`src/rtl/falcon_mem_pkg.sv`:
```
// Shared definitions for the mem_manager feeder path.
//   ADDR_W_DEFAULT : DDR word address width (matches mem_manager starting_address)
//   PIX_W          : pixel word width
//   fifo_entry_t   : buffered word {sof, data}
//   wr_state_t     : write-request FSM states
package falcon_mem_pkg;

    localparam int unsigned ADDR_W_DEFAULT = 18;
    localparam int unsigned PIX_W          = 32;
    localparam int unsigned ENTRY_W        = PIX_W + 1;

    typedef struct packed {
        logic             sof;
        logic [PIX_W-1:0] data;
    } fifo_entry_t;

    typedef enum logic {
        IDLE  = 1'b0,
        ISSUE = 1'b1
    } wr_state_t;

endpackage

```
`src/rtl/sync_fifo.sv`:
```
// Show-ahead synchronous FIFO; head word is visible on rd_data_c while not empty.
// Ports:
//   clk, rst_n           : clock, asynchronous active-low reset
//   wr_en, wr_data       : push (ignored when full)
//   rd_en, rd_data_c     : pop (ignored when empty), head word
//   full, empty, level   : registered occupancy flags and count
module sync_fifo #(
    parameter int unsigned WIDTH = 33,
    parameter int unsigned DEPTH = 16
) (
    input  logic                     clk,
    input  logic                     rst_n,
    input  logic                     wr_en,
    input  logic [WIDTH-1:0]         wr_data,
    input  logic                     rd_en,
    output logic [WIDTH-1:0]         rd_data_c,
    output logic                     full,
    output logic                     empty,
    output logic [$clog2(DEPTH):0]   level
);

    localparam int unsigned PTR_W = $clog2(DEPTH);
    localparam int unsigned LVL_W = PTR_W + 1;

    logic [WIDTH-1:0] mem [DEPTH];
    logic [PTR_W-1:0] wr_ptr;
    logic [PTR_W-1:0] rd_ptr;
    logic             do_wr;
    logic             do_rd;
    logic [LVL_W-1:0] level_nxt;

    assign do_wr     = wr_en && !full;
    assign do_rd     = rd_en && !empty;
    assign level_nxt = level + LVL_W'(do_wr) - LVL_W'(do_rd);
    assign rd_data_c = mem[rd_ptr];

    // Pointers, level and flags; pointers wrap naturally (DEPTH is a power of two)
    always_ff @(posedge clk or negedge rst_n) begin
        if (!rst_n) begin
            wr_ptr <= '0;
            rd_ptr <= '0;
            level  <= '0;
            full   <= 1'b0;
            empty  <= 1'b1;
        end else begin
            if (do_wr) wr_ptr <= wr_ptr + PTR_W'(1);
            if (do_rd) rd_ptr <= rd_ptr + PTR_W'(1);
            level <= level_nxt;
            full  <= (level_nxt == LVL_W'(DEPTH));
            empty <= (level_nxt == '0);
        end
    end

    // Storage array carries no reset
    always_ff @(posedge clk) begin
        if (do_wr) mem[wr_ptr] <= wr_data;
    end

endmodule

```
`src/rtl/frame_write_buffer.sv`:
```
// Buffers camera pixel words and issues sequential, frame-relative write
// requests to mem_manager. The capture path cannot stall, so words arriving
// while the FIFO is full are dropped and flagged on a sticky overflow bit.
// Ports:
//   clk, rst_n                        : clock, asynchronous active-low reset
//   base_address                      : frame base, sampled when an address is generated
//   pix_valid, pix_sof, pix_data      : incoming pixel word
//   mem_pause                         : hold the current request
//   mem_wren, mem_address, mem_data_write : request slot towards mem_manager
//   fifo_full, fifo_level, busy       : status
//   overflow, overflow_clr            : sticky drop flag and its clear
// Optional (FRAME_WRITE_BUFFER_STATS_EN): drop_count, frame_count.
module frame_write_buffer
    import falcon_mem_pkg::*;
#(
    parameter int unsigned FIFO_DEPTH  = 16,
    parameter int unsigned FRAME_WORDS = 76800,
    parameter int unsigned ADDR_W      = ADDR_W_DEFAULT
) (
    input  logic                          clk,
    input  logic                          rst_n,
    input  logic [ADDR_W-1:0]             base_address,
    input  logic                          pix_valid,
    input  logic                          pix_sof,
    input  logic [PIX_W-1:0]              pix_data,
    input  logic                          mem_pause,
    output logic                          mem_wren,
    output logic [ADDR_W-1:0]             mem_address,
    output logic [PIX_W-1:0]              mem_data_write,
    output logic                          fifo_full,
    output logic [$clog2(FIFO_DEPTH):0]   fifo_level,
    output logic                          overflow,
    input  logic                          overflow_clr,
    output logic                          busy
`ifdef FRAME_WRITE_BUFFER_STATS_EN
    ,
    output logic [15:0]                   drop_count,
    output logic [15:0]                   frame_count
`endif
);

    localparam int unsigned LVL_W = $clog2(FIFO_DEPTH) + 1;

    wr_state_t          state;
    fifo_entry_t        head;
    logic [ENTRY_W-1:0] head_bits;
    logic               fifo_empty;
    logic               push;
    logic               drop;
    logic               accept;
    logic               pop;
    logic               wren_next;
    logic [LVL_W-1:0]   level_next;
    logic               addr_valid;
    logic [ADDR_W-1:0]  wrap_addr;
    logic [ADDR_W-1:0]  next_addr;

    // Full is the registered flag, so a same-cycle pop never makes room
    assign push       = pix_valid && !fifo_full;
    assign drop       = pix_valid && fifo_full;
    assign accept     = mem_wren && !mem_pause;
    assign pop        = (!mem_wren || accept) && !fifo_empty;
    assign wren_next  = pop || (mem_wren && !accept);
    assign level_next = fifo_level + LVL_W'(push) - LVL_W'(pop);
    assign head       = fifo_entry_t'(head_bits);

    sync_fifo #(
        .WIDTH (ENTRY_W),
        .DEPTH (FIFO_DEPTH)
    ) u_fifo (
        .clk       (clk),
        .rst_n     (rst_n),
        .wr_en     (push),
        .wr_data   ({pix_sof, pix_data}),
        .rd_en     (pop),
        .rd_data_c (head_bits),
        .full      (fifo_full),
        .empty     (fifo_empty),
        .level     (fifo_level)
    );

    // Next request address; mem_address doubles as the last generated address
    always_comb begin
        wrap_addr = base_address + ADDR_W'(FRAME_WORDS - 1);
        next_addr = mem_address + ADDR_W'(1);
        if (head.sof || !addr_valid || (mem_address == wrap_addr)) begin
            next_addr = base_address;
        end
    end

    // Request slot, state machine and status
    always_ff @(posedge clk or negedge rst_n) begin
        if (!rst_n) begin
            state          <= IDLE;
            mem_wren       <= 1'b0;
            mem_address    <= '0;
            mem_data_write <= '0;
            addr_valid     <= 1'b0;
            overflow       <= 1'b0;
            busy           <= 1'b0;
        end else begin
            busy <= wren_next || (level_next != '0);

            if (drop) begin
                overflow <= 1'b1;
            end else if (overflow_clr) begin
                overflow <= 1'b0;
            end

            if (pop) begin
                mem_address    <= next_addr;
                mem_data_write <= head.data;
                addr_valid     <= 1'b1;
            end

            case (state)
                IDLE: begin
                    if (pop) begin
                        state    <= ISSUE;
                        mem_wren <= 1'b1;
                    end
                end
                ISSUE: begin
                    if (accept && !pop) begin
                        state    <= IDLE;
                        mem_wren <= 1'b0;
                    end
                end
                default: begin
                    state    <= IDLE;
                    mem_wren <= 1'b0;
                end
            endcase
        end
    end

`ifdef FRAME_WRITE_BUFFER_STATS_EN
    // Drop counter saturates; frame counter wraps on each start-of-frame load
    always_ff @(posedge clk or negedge rst_n) begin
        if (!rst_n) begin
            drop_count  <= '0;
            frame_count <= '0;
        end else begin
            if (drop) begin
                if (drop_count != 16'hFFFF) drop_count <= drop_count + 16'd1;
            end else if (overflow_clr) begin
                drop_count <= '0;
            end
            if (pop && head.sof) frame_count <= frame_count + 16'd1;
        end
    end
`endif

endmodule
```
`config.mk`:
```
export PLATFORM = sky130hd
export DESIGN_NAME = frame_write_buffer
export DESIGN_NICKNAME = d
export VERILOG_FILES = /design/src/rtl/falcon_mem_pkg.sv /design/src/rtl/sync_fifo.sv /design/src/rtl/frame_write_buffer.sv
export SDC_FILE = /design/constraint.sdc
export NUM_CORES = 1
export LEC_CHECK = 0
export CORE_MARGIN = 8
export CORE_UTILIZATION = 40
export DETAILED_ROUTE_END_ITERATION = 8
export GPL_TIMING_DRIVEN = 1
export SYNTH_ARGS = -nofsm -noshare
export SYNTH_HDL_FRONTEND = slang
export SYNTH_SLANG_ARGS = --single-unit
```
`constraint.sdc`:
```
create_clock -name clk -period 4.5 [get_ports clk]
set_clock_uncertainty 0.15 [all_clocks]
set_input_delay 0.675 -clock clk [delete_from_list [all_inputs] [get_ports clk]]
set_output_delay 0.675 -clock clk [all_outputs]
set_load 0.01 [all_outputs]
```
==> impl_metrics.ini <==
[floorplan]
rows = 89
top_level_port_count = 115
floorplan.die.height_um = 260.0
initial_utilization = 0.4043
floorplan.die_area_mm2 = 0.06761
core_area_mm2 = 0.05891
die_width_um = 260.0

[timing]
ratio_of_final_minimum_period_to_clock_period = 0.8163
max_freq_mhz = 272.2
relSlewSlack = 0.3774
worst_pin_slew_ps = 933.8
finalCriticalPeriod_ps = 3673
finalHoldViolations = 0
grt_setup_unrepaired = no
final-setup-viol-count = 0
final-max-slew-violation-count = 0
fin_worst_hold_slack_ps = 318.0
totalNegativeSetupSlack_ps = 0

[placement]
finalWeightedCongestion = 0.8144
count_of_port_buffers_added_during_placement = 114
place_hpwl_um = 30110

[critical_path]
timing_worst_setup_path_type = input pin to register
worstReg2RegEnd = mem_data_write[6]
rrSetupSlack_ps = 1200
critical_path.endpoint_type = register
reg_to_reg_startpoint = u_fifo.rd_ptr[0]
critical_path.startpoint_type = input pin
worst_ep_arrival_time_ps = 3930
critical_path_peak_fanout = 11
timing.critical_path.required_ps = 4760
worst_r2r_path_depth = 6

[clocking]
cts_inserted_buffers = 66
cts_root_buffer = sky130_fd_sc_hd__clkbuf_16
path_clk_slew_ps = 60
clkLatencyLatePin_ps = 600
tritoncts = done
cts_post_setup_buffers_inserted = 0
clock-sinks = 598
maximum_level_of_the_cts_h_tree = 3
clockBufferDepth = 3

[status]
run_status = finished, final reports clean

[grt]
grt_start_max_net_pins = 113
grt_antenna_before_repair = 3
first_global_vias = 12900
grt_total_usage = 0.1632
grt_pass1_wl_um = 82540
grt.overflow.total = 0

[hold_path]
hold_path.class = register to register
hold_path_end = addr_valid
hold_path.startpoint = addr_valid
worst_hold_path.num_cells = 1

[synthesis]
syn-cell-area_mm2 = 0.02382
synth_edf_count = 528
synth_top_flop_cell = sky130_fd_sc_hd__edfxtp_1
yosys_warnings = 0
netlist.area_leader.share = 0.6657
postSynthCellCount = 1201
library_cell_with_the_largest_summed_area_after_synthesis = sky130_fd_sc_hd__edfxtp_1
post-synth-top-count-cell = sky130_fd_sc_hd__edfxtp_1
ys_seq_area_frac = 0.7393
synthArstFlopShare = 0.1171
synth_area_per_cell_um2 = 19.83
synth_cell_types = 55
post_synthesis_net_count = 1270
synth_top_cells_by_count = sky130_fd_sc_hd__edfxtp_1, sky130_fd_sc_hd__mux4_2, sky130_fd_sc_hd__nand2_1, sky130_fd_sc_hd__dfrtp_1, sky130_fd_sc_hd__clkbuf_1
yosys-top-cells-area = sky130_fd_sc_hd__edfxtp_1, sky130_fd_sc_hd__mux4_2, sky130_fd_sc_hd__dfrtp_1
ys_ff_latch = 598

[power]
power_per_cell_area_mw_per_mm2 = 640.0
ir_drop_uv = 371.4
leakage_nw = 9.477

[routing]
via_count = 11910
post_drt_wl_per_cell_um = 24.99
route.detailed.drc = 0
wirelength_um = 54650
residual_antenna_violating_net_count_after_detailed_routing = 0
drt_iter0_drc = 938
drt-vias-per-instance = 5.444
drtPass1Iterations = 5

[finish]
drive_above_1_share = 0.2309
area_delta_synth_final_pct = 18.33
layout.nets = 1431

[run]
max-cap-violations = 0
## flip-flops by register name, indices dropped and copies added (netlist names)
signal	flops
state	1
u_fifo.wr_ptr	4
mem_wren	1
u_fifo.empty	1
mem_data_write	32
busy	1
u_fifo.full	1
mem_address	18
u_fifo.rd_ptr	4
overflow	1
u_fifo.level	5
u_fifo.mem	528
addr_valid	1
## per-stage QoR
stage               cell area, µm²  utilization  power (mW)  cells  setup WS (ps)
finish                       28180       0.4784       18.04   2187          826.6
floorplan                    23820            -       11.10   1201           1055
global route                 28180       0.4783       18.95   2185          650.5
detailed placement           26100       0.4431       13.12   2066          293.4
global placement             26100       0.4431       13.04   2066          334.6
CTS                          28180       0.4783       18.33   2185          912.7
## placed cells by master, fill, tap and decap left out, types with 7 or more instances in the layout
master / count
sky130_fd_sc_hd__nand2_1: 130
sky130_fd_sc_hd__o21ai_0: 19
sky130_fd_sc_hd__xor2_1: 9
sky130_fd_sc_hd__mux4_2: 165
sky130_fd_sc_hd__and3_1: 15
sky130_fd_sc_hd__dfrtp_1: 65
sky130_fd_sc_hd__inv_1: 30
sky130_fd_sc_hd__clkbuf_16: 67
sky130_fd_sc_hd__ha_1: 12
sky130_fd_sc_hd__or3_1: 9
sky130_fd_sc_hd__clkinv_2: 7
sky130_fd_sc_hd__and2_2: 16
sky130_fd_sc_hd__clkdlybuf4s50_1: 113
sky130_fd_sc_hd__nand3_1: 9
sky130_fd_sc_hd__nor2_1: 9
sky130_fd_sc_hd__xnor2_1: 23
sky130_fd_sc_hd__buf_4: 29
sky130_fd_sc_hd__a22oi_1: 12
sky130_fd_sc_hd__edfxtp_1: 528
sky130_fd_sc_hd__a21oi_1: 13
sky130_fd_sc_hd__buf_12: 10
sky130_fd_sc_hd__mux2i_1: 13
sky130_fd_sc_hd__clkbuf_1: 22
## power breakdown
| part | total, mW | internal, mW | switching (mW) |
|---|---|---|---|
| sequential | 7.32 | 6.85 | 0.469 |
| combinational | 5.55 | 2.81 | 2.75 |
| clock | 5.16 | 3.02 | 2.14 |
| total | 18.0 | 12.7 | 5.36 |
## metal layers
metal	routed length, µm	track usage
met1	23260	0.2176
met2	26920	0.2694
met3	3352	0.03324
met4	1099	0.04831
met5	21	0
## how the worst max path moves through the flow
| stage | from | slack, ps | cells past startpoint | endpoint |
|---|---|---|---|---|
| global placement | base_address[0] | 330 | 12 | mem_address[3] |
| global route | base_address[2] | 650 | 10 | mem_address[2] |
| floorplan | mem_pause | 1050 | 14 | busy |
| CTS | base_address[0] | 910 | 12 | mem_address[2] |
| detailed placement | base_address[0] | 290 | 12 | mem_address[5] |
| finish | base_address[0] | 830 | 12 | mem_address[2] |
## cell type report
| class | instances | area (µm²) |
|---|---|---|
| inverters | 31 | 116.4 |
| fillers | 4871 | 30730 |
| multi-input cells | 512 | 5851 |
| clock inverters | 24 | 237.7 |
| flip-flops and latches | 598 | 17620 |
| repair buffers | 153 | 1559 |
| diodes | 2 | 5.005 |
| well taps | 773 | 967.2 |
| clock buffers | 94 | 1828 |
## worst max-delay path, cell delays in order
cell and delay [ps]:
sky130_fd_sc_hd__clkdlybuf4s50_1 540, sky130_fd_sc_hd__inv_1 110, sky130_fd_sc_hd__ha_1 220, sky130_fd_sc_hd__nor3b_2 450, sky130_fd_sc_hd__a21oi_1 120, sky130_fd_sc_hd__nor4b_1 290
sky130_fd_sc_hd__nand4_1 130, sky130_fd_sc_hd__nor4_1 350, sky130_fd_sc_hd__a41o_1 470, sky130_fd_sc_hd__buf_4 280, sky130_fd_sc_hd__mux2i_1 200, sky130_fd_sc_hd__a22oi_1 100
## timing repair
item / CTS / global route
gates resized for setup: 0 / 0
hold buffers: 1 / 0
hold endpoints to repair: 26 / 0
## logic make-up after synthesis
kind of cell / share of synthesized area
AO/OA/AOI/OAI: 0.01970
XOR/XNOR: 0.01177
adder cells (fa/ha/maj): 0.007145
buffers and inverters: 0.01597
flip-flops: 0.7393
multiplexers: 0.1620
AND/OR/NAND/NOR: 0.04413
Note: power is estimated with default switching activity, not from simulation.
